### src/rtl/ex_madd_pkg.sv
// Shared execute-stage definitions for the multiply-accumulate path:
// bus widths, op/result-class codes and small arithmetic helpers.
package ex_madd_pkg;

    localparam int REG_BUS        = 32;
    localparam int DOUBLE_REG_BUS = 64;
    localparam int ALU_OP_BUS     = 8;
    localparam int ALU_SEL_BUS    = 3;

    localparam logic [REG_BUS-1:0] ZERO_WORD = 32'h0000_0000;

    localparam logic [ALU_OP_BUS-1:0] EXE_NOP_OP   = 8'b0000_0000;
    localparam logic [ALU_OP_BUS-1:0] EXE_MULT_OP  = 8'b0001_1000;
    localparam logic [ALU_OP_BUS-1:0] EXE_MADD_OP  = 8'b1010_0110;
    localparam logic [ALU_OP_BUS-1:0] EXE_MADDU_OP = 8'b1010_0111;
    localparam logic [ALU_OP_BUS-1:0] EXE_MSUB_OP  = 8'b1010_1010;
    localparam logic [ALU_OP_BUS-1:0] EXE_MSUBU_OP = 8'b1010_1011;

    localparam logic [ALU_SEL_BUS-1:0] EXE_RES_NOP  = 3'b000;
    localparam logic [ALU_SEL_BUS-1:0] EXE_RES_MULT = 3'b101;

    typedef enum logic [0:0] {
        ST_IDLE  = 1'b0,
        ST_ACCUM = 1'b1
    } madd_state_e;

    function automatic logic is_accum_op(input logic [ALU_OP_BUS-1:0] op);
        logic r;
        case (op)
            EXE_MADD_OP, EXE_MADDU_OP, EXE_MSUB_OP, EXE_MSUBU_OP: r = 1'b1;
            default:                                              r = 1'b0;
        endcase
        return r;
    endfunction

    function automatic logic is_sub_op(input logic [ALU_OP_BUS-1:0] op);
        logic r;
        case (op)
            EXE_MSUB_OP, EXE_MSUBU_OP: r = 1'b1;
            default:                   r = 1'b0;
        endcase
        return r;
    endfunction

    function automatic logic [DOUBLE_REG_BUS-1:0] twos_neg(input logic [DOUBLE_REG_BUS-1:0] v);
        return ~v + 64'd1;
    endfunction

endpackage

### src/rtl/ex_madd_hilo_fwd.sv
// Combinational HI/LO forwarding mux: MEM beats WB beats the register file.
// Shared with the MFHI/MFLO read path.
module hilo_fwd
    import ex_madd_pkg::*;
(
    input  logic               mem_whilo_i,
    input  logic [REG_BUS-1:0] mem_hi_i,
    input  logic [REG_BUS-1:0] mem_lo_i,
    input  logic               wb_whilo_i,
    input  logic [REG_BUS-1:0] wb_hi_i,
    input  logic [REG_BUS-1:0] wb_lo_i,
    input  logic [REG_BUS-1:0] hi_i,
    input  logic [REG_BUS-1:0] lo_i,
    output logic [REG_BUS-1:0] hi_o,
    output logic [REG_BUS-1:0] lo_o
);

    // Youngest pending write wins.
    always_comb begin
        hi_o = hi_i;
        lo_o = lo_i;
        if (mem_whilo_i) begin
            hi_o = mem_hi_i;
            lo_o = mem_lo_i;
        end else if (wb_whilo_i) begin
            hi_o = wb_hi_i;
            lo_o = wb_lo_i;
        end else begin
            hi_o = hi_i;
            lo_o = lo_i;
        end
    end

endmodule

### src/rtl/ex_madd.sv
// Two-cycle MADD/MADDU/MSUB/MSUBU accumulate: latch the addend while stalling
// the pipe, then add it to the forwarded HI/LO and request the HI/LO write.
module ex_madd
    import ex_madd_pkg::*;
(
    input  logic                      clk,
    input  logic                      rst,
    input  logic                      stall_i,
    input  logic                      flush_i,
    input  logic [ALU_OP_BUS-1:0]     aluop_i,
    input  logic [ALU_SEL_BUS-1:0]    alusel_i,
    input  logic [DOUBLE_REG_BUS-1:0] product_i,
    input  logic [REG_BUS-1:0]        hi_i,
    input  logic [REG_BUS-1:0]        lo_i,
    input  logic                      mem_whilo_i,
    input  logic [REG_BUS-1:0]        mem_hi_i,
    input  logic [REG_BUS-1:0]        mem_lo_i,
    input  logic                      wb_whilo_i,
    input  logic [REG_BUS-1:0]        wb_hi_i,
    input  logic [REG_BUS-1:0]        wb_lo_i,
    output logic [REG_BUS-1:0]        hi_o,
    output logic [REG_BUS-1:0]        lo_o,
    output logic                      whilo_o,
    output logic                      stallreq_o
);

    madd_state_e               state_q;
    madd_state_e               state_d_s;
    logic [DOUBLE_REG_BUS-1:0] addend_q;
    logic [DOUBLE_REG_BUS-1:0] addend_d_s;

    logic [REG_BUS-1:0]        fwd_hi_s;
    logic [REG_BUS-1:0]        fwd_lo_s;
    logic [DOUBLE_REG_BUS-1:0] sum_s;
    logic [DOUBLE_REG_BUS-1:0] new_addend_s;
    logic                      is_acc_s;

    logic [REG_BUS-1:0]        hi_s;
    logic [REG_BUS-1:0]        lo_s;
    logic                      whilo_s;
    logic                      stallreq_s;

    hilo_fwd u_hilo_fwd (
        .mem_whilo_i (mem_whilo_i),
        .mem_hi_i    (mem_hi_i),
        .mem_lo_i    (mem_lo_i),
        .wb_whilo_i  (wb_whilo_i),
        .wb_hi_i     (wb_hi_i),
        .wb_lo_i     (wb_lo_i),
        .hi_i        (hi_i),
        .lo_i        (lo_i),
        .hi_o        (fwd_hi_s),
        .lo_o        (fwd_lo_s)
    );

    assign is_acc_s     = (alusel_i == EXE_RES_MULT) && is_accum_op(aluop_i);
    assign new_addend_s = is_sub_op(aluop_i) ? twos_neg(product_i) : product_i;
    // Signed and unsigned share this adder; the carry out of bit 63 is dropped.
    assign sum_s        = {fwd_hi_s, fwd_lo_s} + addend_q;

    // Next-state and output decode; flush overrides everything.
    always_comb begin
        state_d_s  = state_q;
        addend_d_s = addend_q;
        hi_s       = ZERO_WORD;
        lo_s       = ZERO_WORD;
        whilo_s    = 1'b0;
        stallreq_s = 1'b0;
        if (flush_i) begin
            state_d_s  = ST_IDLE;
            addend_d_s = 64'd0;
        end else if (is_acc_s) begin
            case (state_q)
                ST_IDLE: begin
                    if (!stall_i) begin
                        addend_d_s = new_addend_s;
                        stallreq_s = 1'b1;
                        state_d_s  = ST_ACCUM;
                    end else begin
                        state_d_s  = ST_IDLE;
                    end
                end
                ST_ACCUM: begin
                    whilo_s = 1'b1;
                    hi_s    = sum_s[63:32];
                    lo_s    = sum_s[31:0];
                    if (!stall_i) begin
                        state_d_s = ST_IDLE;
                    end else begin
                        state_d_s = ST_ACCUM;
                    end
                end
                default: begin
                    state_d_s  = ST_IDLE;
                    addend_d_s = 64'd0;
                end
            endcase
        end else begin
            state_d_s  = state_q;
            addend_d_s = addend_q;
        end
    end

    // State and latched addend; async clear on reset.
    always_ff @(posedge clk or negedge rst) begin
        if (!rst) begin
            state_q  <= ST_IDLE;
            addend_q <= 64'd0;
        end else begin
            state_q  <= state_d_s;
            addend_q <= addend_d_s;
        end
    end

    // Outputs are forced quiet while reset is held.
    assign hi_o       = rst ? hi_s       : ZERO_WORD;
    assign lo_o       = rst ? lo_s       : ZERO_WORD;
    assign whilo_o    = rst ? whilo_s    : 1'b0;
    assign stallreq_o = rst ? stallreq_s : 1'b0;

endmodule

### config.mk
export PLATFORM = sky130hd
export DESIGN_NAME = ex_madd
export DESIGN_NICKNAME = d
export VERILOG_FILES = /design/src/rtl/ex_madd_pkg.sv /design/src/rtl/ex_madd_hilo_fwd.sv /design/src/rtl/ex_madd.sv
export SDC_FILE = /design/constraint.sdc
export NUM_CORES = 1
export LEC_CHECK = 0
export BUFFER_PORTS_ARGS = -buffer_cell sky130_fd_sc_hd__buf_2
export CORE_MARGIN = 3
export CORE_UTILIZATION = 55
export DETAILED_ROUTE_END_ITERATION = 10
export GPL_TIMING_DRIVEN = 0
export PLACE_DENSITY = 0.88
export SLEW_MARGIN = 15
export SYNTH_ARGS = -nofsm -noshare
export SYNTH_HDL_FRONTEND = slang
export SYNTH_SLANG_ARGS = --single-unit
export TNS_END_PERCENT = 5
### constraint.sdc
create_clock -name clk -period 6 [get_ports clk]
set_input_delay 0.3 -clock clk [delete_from_list [all_inputs] [get_ports clk]]
set_output_delay 0.3 -clock clk [all_outputs]
set_load 0.05 [all_outputs]
==> results.txt, run 1 <==
Before antenna repair, the detailed router went through 5 iterations. The internal portion of the total power is 0.980 mW. The final clock period utilization by the worst path came out at 98.5%. OpenSTA, run right after detailed placement, puts the worst setup slack at -229 ps. The worst register-to-register path has a setup slack of 4040 ps. The netlist uses 58 different library cells.

Destination of the worst hold path: state_q. The routed wire length is 32600 microns, and the footprint of the flip-flops and latches is 1630 sq um. The critical path goes through clkbuf_2, buf_1, mux2i_1, o21ai_0, ha_1, inv_1, fa_1, nor2b_1, o31a_1, o311a_1, o21ai_0, a211oi_1, nor3_1, o21ai_0, a31oi_1, xor2_1, nor2_1, buf_2. The actual transition at the worst max-transition pin came out at 1100 ps.

The number of vias per cell after detailed routing was 5.82. The number of levels in the clock H-tree was 3; the power density over cell area was 127 nW/um^2. Via count of the first global-routing pass: 10100. Category of the most critical setup path: in -> out. In the routed design, unresolved DRC markers number 0. The wire length per cell after detailed routing was 17.7 microns. In this run, synthesis produced a sequential element count of 65. Of all flip-flops after synthesis, the portion carrying an async set or reset was 100%. Detailed placement ended at an HPWL of 26800 microns.

Measured against its own limit, the worst slew margin works out to 26.8%. The number of filler instances in the final layout was 1344. In this run, the combinational gates consume 28.6% of the power. The tools report the count of max-cap constraint violations as 0.

Multiplexer cells account for 7.26% of the synthesized area. The worst register-to-register path ends at addend_q[13]. IR analysis of the VDD net gives a maximum drop of 128 uV.

The critical path contains buffers and inverters numbering 4 combined. Clock-pin slew was measured on the worst setup and hold paths at 60 ps. The area taken by multi-input logic gates came out at 7010 sq um. The simple-gate share of the synthesized area came out at 23.2%.

The analysis attributes to net switching a power of 0.454 mW. The logs give 46 for the standard-cell row count and 0 for the final max-slew violation count. The width of the die is 134 microns.

The number of cells on the worst reg-to-reg path is 5. The number of instances in the synthesized netlist came out at 1264. STA puts the critical path data arrival time at 5610 ps.

Buffers added to address setup during post-CTS repair amount to 0. After detailed placement, the total cell area comes to 10900 sq um. Final hold analysis gives a worst-case slack of 149 ps. Summed over all cells, the static leakage comes to 5.64 nW. The tools report the die outline area as 17900 sq um. The maximum fanout count along the critical path was 10; the clock sink total was 65.

The floorplan step defined a core boundary enclosing 15900 sq um. The startpoint identified for the worst register-to-register timing path is state_q. Area growth from synthesis to layout: 26.0%. The tools report the CTS root buffer as clkbuf_16. For this run, the leading register cell type out of synthesis is dfrtp_1. Counting every net in the synthesized netlist gives 1603. The final setup skew came out at 9.48 ps.

STA puts the critical path data required time at 5700 ps. The xor and xnor fraction of the mapped netlist area was 11.5%; the maximum number of pins on one net before global-route repair was 36. In this run, synthesis inferred 0 flip-flops with an integrated enable. The total setup violations reported at the end of the flow is 0, and the post-synthesis compound-gate area fraction is 26.8%. The part of the Yosys area used for sequential elements is 18.1%, and the initial antenna violation count is 10. The logs give 0 for the total number of yosys warnings and 2 for the worst-case clock buffer depth.

The worst path meets setup with 89.4 ps of slack. The flow ran to the end, and the final reports show no timing, DRC or antenna violations. In this run, the clock network consumes 40.8% of the power. The number of I/O pins is 339, and the power share of the sequential group is 30.6%. Of the total synthesized cell area, the portion taken by full adders, half adders and majority gates is 9.29%.

STA classifies the critical path startpoint as an input port. The detailed router finished its first iteration with 754 violations. In this run switching power makes up 31.7% of total power.

The tools report the origin of the worst setup path as wb_whilo_i. The worst stage delay on the critical path works out to 690 ps. The main combinational cell family by area after synthesis is compound AO/OA/AOI/OAI gates.

The cell depth of the worst min-delay path came out at 2. Global routing consumed, over all layers together, 34.5% of the routing resources. The startpoint of the lowest-slack hold path is flush_i. The logs give 169 MHz for the highest attainable clock frequency and 56.2% for the initial standard-cell utilization of the core.

Summing every instance area after synthesis gives 8970 sq um. Cell occurring most often along the worst timing path: o21ai_0. The first global-routing pass estimated 49800 microns of wire. The worst hold path belongs to the class in -> reg. In this run the mean area of a mapped cell was 7.09 sq um. TritonCTS built the clock tree.

In this run the remaining antenna-violating nets after routing total 0. The kind of cell with the highest combined delay along the critical path is compound AO/OA/AOI/OAI gates. Cells with a size suffix above 1 make up 23.3% of the layout.

The floorplan die height is 134 microns, and the count of port buffers added during placement is 335. The number of hold violations in the final report came out at 0. The power consumption is 1.43 mW, and the net total in the final layout is 1951. For the finished layout, the period the worst path requires is 5910 ps. For the area of all placed cells without fillers, the log shows 11300 sq um. Weighted congestion reported at the end of routability-driven placement: 0.961. On the critical path, the stage with the largest delay is an instance of o21ai_0. The later pin in the worst-skew pair is clocked with a latency of 340 ps. Across all layers, the routed design uses 10700 vias. After global routing the overflow that remains totals 0.

The nature of the critical path endpoint is an output port. The number of buffers added by the clock tree synthesis step is 9.
==> logic make-up (layout without fill, tap and decap cells) <==
logic type / after synthesis / after routing
fa+ha+maj: 66 / 66
other cells: 0 / 9
buf+inv: 88 / 441
compound gates: 407 / 407
simple gates: 455 / 455
xor+xnor: 118 / 118
flops: 65 / 65
mux: 65 / 65
==> stage by stage <==
| step | std cells | setup TNS, ps | util [%] |
|---|---|---|---|
| floorplan | 1264 | 0 | - |
| global placement | 1815 | -1350 | 68.5 |
| detailed placement | 1816 | -1200 | 68.6 |
| CTS | 1833 | 0 | 70.7 |
| global route | 1839 | -13.2 | 70.9 |
| finish | 1842 | 0 | 70.9 |
==> cell type report <==
cell class	instances	share of cell area (%)
clock buffers	9	1.99
well taps	216	2.39
plain buffers	69	2.39
diodes	9	0.199
clock inverters	7	0.886
multi-input cells	1111	62.0
inverters	19	0.631
repair buffers	337	15.1
flip-flops and latches	65	14.4
==> flip-flops by register name, indices dropped and copies added, names as in the netlist <==
| signal | flops |
|---|---|
| addend_q | 64 |
| state_q | 1 |
==> worst max path at each step <==
stage | to | slack (ps) | cells after the start
6_report | hi_o[24] | 90 | 18
5_1_grt | hi_o[24] | -10 | 18
4_1_cts | hi_o[26] | 20 | 19
3_5_place_dp | hi_o[27] | -230 | 17
3_3_place_gp | hi_o[27] | -240 | 17
2_1_floorplan | hi_o[26] | 1050 | 17
==> power by group through the flow <==
stage,Combinational (mW),Sequential (mW),Clock (mW)
after CTS,0.406,0.439,0.581
after global routing,0.455,0.439,0.601
after floorplan,0.227,0.447,0
after detailed placement,0.403,0.447,0
after global placement,0.393,0.447,0
final,0.411,0.439,0.584
==> Yosys cell counts (all sizes together), types with 3 or more instances <==
cell	n	area (sq um)
a211oi	6	45.0
a21boi	5	37.5
a21o	48	360
a21oi	81	405
a31oi	19	119
and2	4	25.0
and3	6	37.5
buf	6	30.0
clkbuf	63	236
dfrtp	65	1630
ha	65	813
inv	19	71.3
mux2i	65	651
nand2	200	753
nand2b	10	62.6
nand3	15	75.1
nand4	23	144
nor2	116	438
nor2b	6	37.5
nor3	33	176
nor4	13	111
o211ai	5	37.5
o21a	10	75.1
o21ai	187	936
o21bai	10	75.1
o31a	3	26.3
o31ai	16	130
o41ai	4	35.0
or2	5	31.3
or3	9	61.3
or4	7	63.8
xnor2	55	482
xor2	63	552
==> layout by cell type (no fill, tap or decap), drive strengths merged, types with 19 or more instances in the layout <==
cell type / instances
xor2: 63
nor3: 33
o21ai: 187
nor2: 116
inv: 22
a21oi: 81
mux2i: 65
clkbuf: 72
dfrtp: 65
nand2: 200
a21o: 48
xnor2: 55
ha: 65
a31oi: 19
nand4: 23
buf: 342
==> timing repair <==
action | CTS | global route
hold buffers | 1 | 0
gates resized for setup | 2 | 5
endpoints found under the setup margin | 10 | 12
endpoints found under the hold margin | 30 | 0
==> metal layers <==
layer,vias up,wire length (microns),GRT usage [%]
li1,5264,-,-
met1,4846,13300,44.0
met2,508,15300,57.4
met3,92,2700,6.72
met4,6,1260,14.2
met5,-,41,0
No activity file was read; power rests on OpenSTA's default activity.
==> run 2: changes to the inputs <==
ABC_AREA = 1   (was not set)
CORE_UTILIZATION = 59   (was 55)
PLACE_DENSITY = 0.89   (was 0.88)
==> results.txt, run 2 <==
The flow ran to the end, and the final reports show no timing, DRC or antenna violations. The detailed placement HPWL came out at 41200 microns (was 26800 microns). Synth area leaders: nand2_1, dfrtp_1, inv_1, nor2_1, a21oi_1 (was dfrtp_1, o21ai_0, ha_1, nand2_1, mux2i_1).

The ratio of cells with drive above 1 in the final layout was 14.8% (was 23.3%). The number of flops mapped to enable cells by yosys was 0 (unchanged); the sum of overflow across all layers after global routing was 0 (unchanged). The highest attainable clock frequency was 214 MHz (was 169 MHz); the post-CTS setup-driven buffer insertion count was 0 (unchanged). The standard-cell row count was 50 (was 46); the clock insertion delay at the later pin of the skew report was 330 ps (was 340 ps).

The die outline area was 21500 sq um (was 17900 sq um); the clock group share of total power was 35.2% (was 40.8%). The tools report the worst-case clock buffer depth as 2 (unchanged). For the area of all placed cells without fillers, the log shows 14000 sq um (was 11300 sq um). The maximum number of pins on one net before global-route repair was 67 (was 36); the power share of the sequential group was 29.8% (was 30.6%). Commonest cells after routing, fill and taps aside: nand2_1, inv_1, buf_2 (was buf_2, nand2_1, o21ai_0). The cell accounting for the most synthesized area is nand2_1 (was dfrtp_1).

The path category of the worst min-delay check was in -> async (was in -> reg). Number of nets in the synthesized netlist: 2665 (was 1603). Flip-flop count of the largest register, all copies and words added: 64 (unchanged). Total setup violations reported at the end of the flow: 0 (unchanged). The first-pass iteration count of the detailed router is 9 (was 5), and the post-synthesis average cell area is 5.03 sq um (was 7.09 sq um). The area growth from synthesis to layout is 19.7% (was 26.0%), and the internal power contribution is 0.947 mW (was 0.980 mW). The weighted congestion reported at the end of routability-driven placement is 1.07 (was 0.961). The run gives 16400 (was 10700) as the total via count in the routed design. The dominant cell by count in the synthesized netlist was nand2_1 (unchanged). The run gives 7.99 ps (was 9.48 ps) as the final setup skew. The switching share of total power came out at 36.1% (was 31.7%).

Non-filler instance count after layout: 2939 (was 1842). The most instantiated flip-flop cell in the synthesis netlist was dfrtp_1 (unchanged). The tools report the total core area as 19100 sq um (was 15900 sq um). The number of instances resized during post-cts repair is 0 (was 2), and the maximum fanout count along the critical path is 10 (unchanged). Initial DRC count: 1904 (was 754). Overall global routing resource usage: 43.0% (was 34.5%). The logs give 0 (unchanged) for the remaining antenna violation count and 1.48 mW (was 1.43 mW) for the power consumption. The run gives 43.7% (was 26.8%) as the relative slew slack. Initial standard-cell utilization of the core: 61.3% (was 56.2%).

The logs give 36.6 ps (was 149 ps) for the worst hold margin and 3012 (was 1951) for the net total in the final layout. The worst supply voltage drop on vdd is 137 uV (was 128 uV), and the width of the die is 147 microns (was 134 microns). The wire length of the first global-routing pass was 74700 microns (was 49800 microns); the number of levels in the clock H-tree was 3 (unchanged).

The post-cts hold buffer count came out at 0 (was 1). Setup repair after global routing left no endpoint under its margin. The nature of the critical path endpoint is an output port (unchanged). Initial antenna violation count: 1 (was 10). Routed wire length: 48500 microns (was 32600 microns).

The logs give 339 (unchanged) for the number of I/O pins and 0 (unchanged) for the count of max-cap constraint violations. Top-area cell type share of the netlist area: 28.3% (was 18.1%). The total number of yosys warnings is 0 (unchanged).

The time the worst path needs with I/O delays and setup is 4680 ps (was 5910 ps). The final max-slew violation count was 0 (unchanged). The run gives 1320 ps (was 89.4 ps) as the setup slack after layout. CTS root buffer: clkbuf_16 (unchanged). The count of port buffers added during placement was 336 (was 335).

The post-place setup slack was 1510 ps (was -229 ps); the DRC violation count after routing was 0 (unchanged). The largest register by flop count is addend_q (unchanged). For the number of instances in the synthesized netlist, the log shows 2326 (was 1264). Power share of the combinational group: 35.0% (was 28.6%). The clock-pin slew reported for the worst setup and hold paths after clock tree synthesis is 60 ps (about the same). The startpoint kind of the worst setup timing path was an input port (unchanged). The placed standard-cell area was 13700 sq um (was 10900 sq um).

The count of different cell masters after synthesis is 45 (was 58), and the via count of the first global-routing pass is 14800 (was 10100). TritonCTS built the clock tree. The post-synthesis instance area came out at 11700 sq um (was 8970 sq um). The leakage component of the power was 8.48 nW (was 5.64 nW); the number of buffers added by the clock tree synthesis step was 9 (unchanged). Category of the most critical setup path: in -> out (unchanged).

The number of hold violations in the final report is 0 (unchanged), and the final clock period utilization by the worst path is 78.0% (was 98.5%). The number of vias per cell after detailed routing works out to 5.57 (was 5.82). The most frequent standard cell in the layout excluding fill and tap cells is nand2_1 (was buf_2).

Largest registers: addend_q x64, state_q x1 (unchanged). The floorplan die height was 147 microns (was 134 microns). Data required time at the worst endpoint: 5700 ps (about the same). The actual transition at the worst max-transition pin is 845 ps (was 1100 ps), and the end-of-flow core utilization is 73.4% (was 70.9%).

The worst path arrival time is 4380 ps (was 5610 ps). The accumulated negative setup slack was 0 ps (unchanged); the wire length per cell after detailed routing was 16.5 microns (was 17.7 microns). The post-synthesis async set-or-reset flop share works out to 100% (unchanged). The flip-flop and latch count after synthesis was 65 (unchanged).

Number of cells in the design after placement: 2922 (was 1816). The part of the Yosys area used for sequential elements was 13.9% (was 18.1%). Top cells by count, synth: nand2_1, inv_1, nor2_1 (was nand2_1, o21ai_0, nor2_1).

Power density over cell area: 106 nW/um^2 (was 127 nW/um^2). The logs give 65 (unchanged) for the clock sink total and 0.536 mW (was 0.454 mW) for the switching power of the nets.
run 2: cell type report:
class / count / area, sq um
antenna: 1 / 2.50
buffer: 52 / 230
clock buffer: 11 / 243
clock inverter: 5 / 55.1
fill: 1805 / 5080
inverter: 392 / 1470
multi-input combinational: 1817 / 8370
sequential: 65 / 1630
tap: 260 / 325
timing repair buffer: 336 / 1680
run 2: path summary, 6_finish.rpt:
path	from	endpoint	slack [ps]	cells after the start
setup / recovery	mem_whilo_i	hi_o[28]	1320	18
hold / removal	rst	addend_q[15]	40	1
setup reg to reg	state_q	addend_q[59]	4190	7
hold reg to reg	addend_q[36]	addend_q[36]	500	2
max in group asynchronous	rst	addend_q[53]	5360	1
min in group clk	product_i[60]	addend_q[60]	240	4
run 2: power groups by stage:
| stage | Sequential (mW) | Clock, mW | Combinational [mW] |
|---|---|---|---|
| final | 0.442 | 0.521 | 0.519 |
| after global placement | 0.449 | 0 | 0.484 |
| after detailed placement | 0.449 | 0 | 0.495 |
| after CTS | 0.442 | 0.517 | 0.499 |
| after floorplan | 0.448 | 0 | 0.277 |
| after global routing | 0.441 | 0.540 | 0.567 |
run 2: critical path: stages:
cell,delay (ps)
clkbuf_1,300
inv_1,190
clkbuf_1,520
clkbuf_1,560
nor2_1,80
a21oi_1,380
ha_1,370
nand2_1,150
nor2_1,160
inv_1,90
nor3_1,350
nand2_1,170
nor2_1,120
nand2_1,80
nand3_1,100
nand2_1,50
nor2_1,100
buf_2,280
run 2: cell families (layout without fill, tap and decap cells):
family	after synthesis	after routing	share of synthesized area (%)
simple gates	1385	1385	47.3
buf+inv	444	796	14.6
compound gates	349	349	15.8
fa+ha+maj	66	66	7.13
flops	65	65	13.9
xor+xnor	17	17	1.27
other cells	0	1	0
run 2: metal layers:
layer,vias up,wire [microns],GRT usage [%]
met5,-,0,0
met4,0,2110,16.7
met3,159,6330,8.11
met2,1138,21000,68.3
met1,7136,19100,57.9
li1,7934,-,-
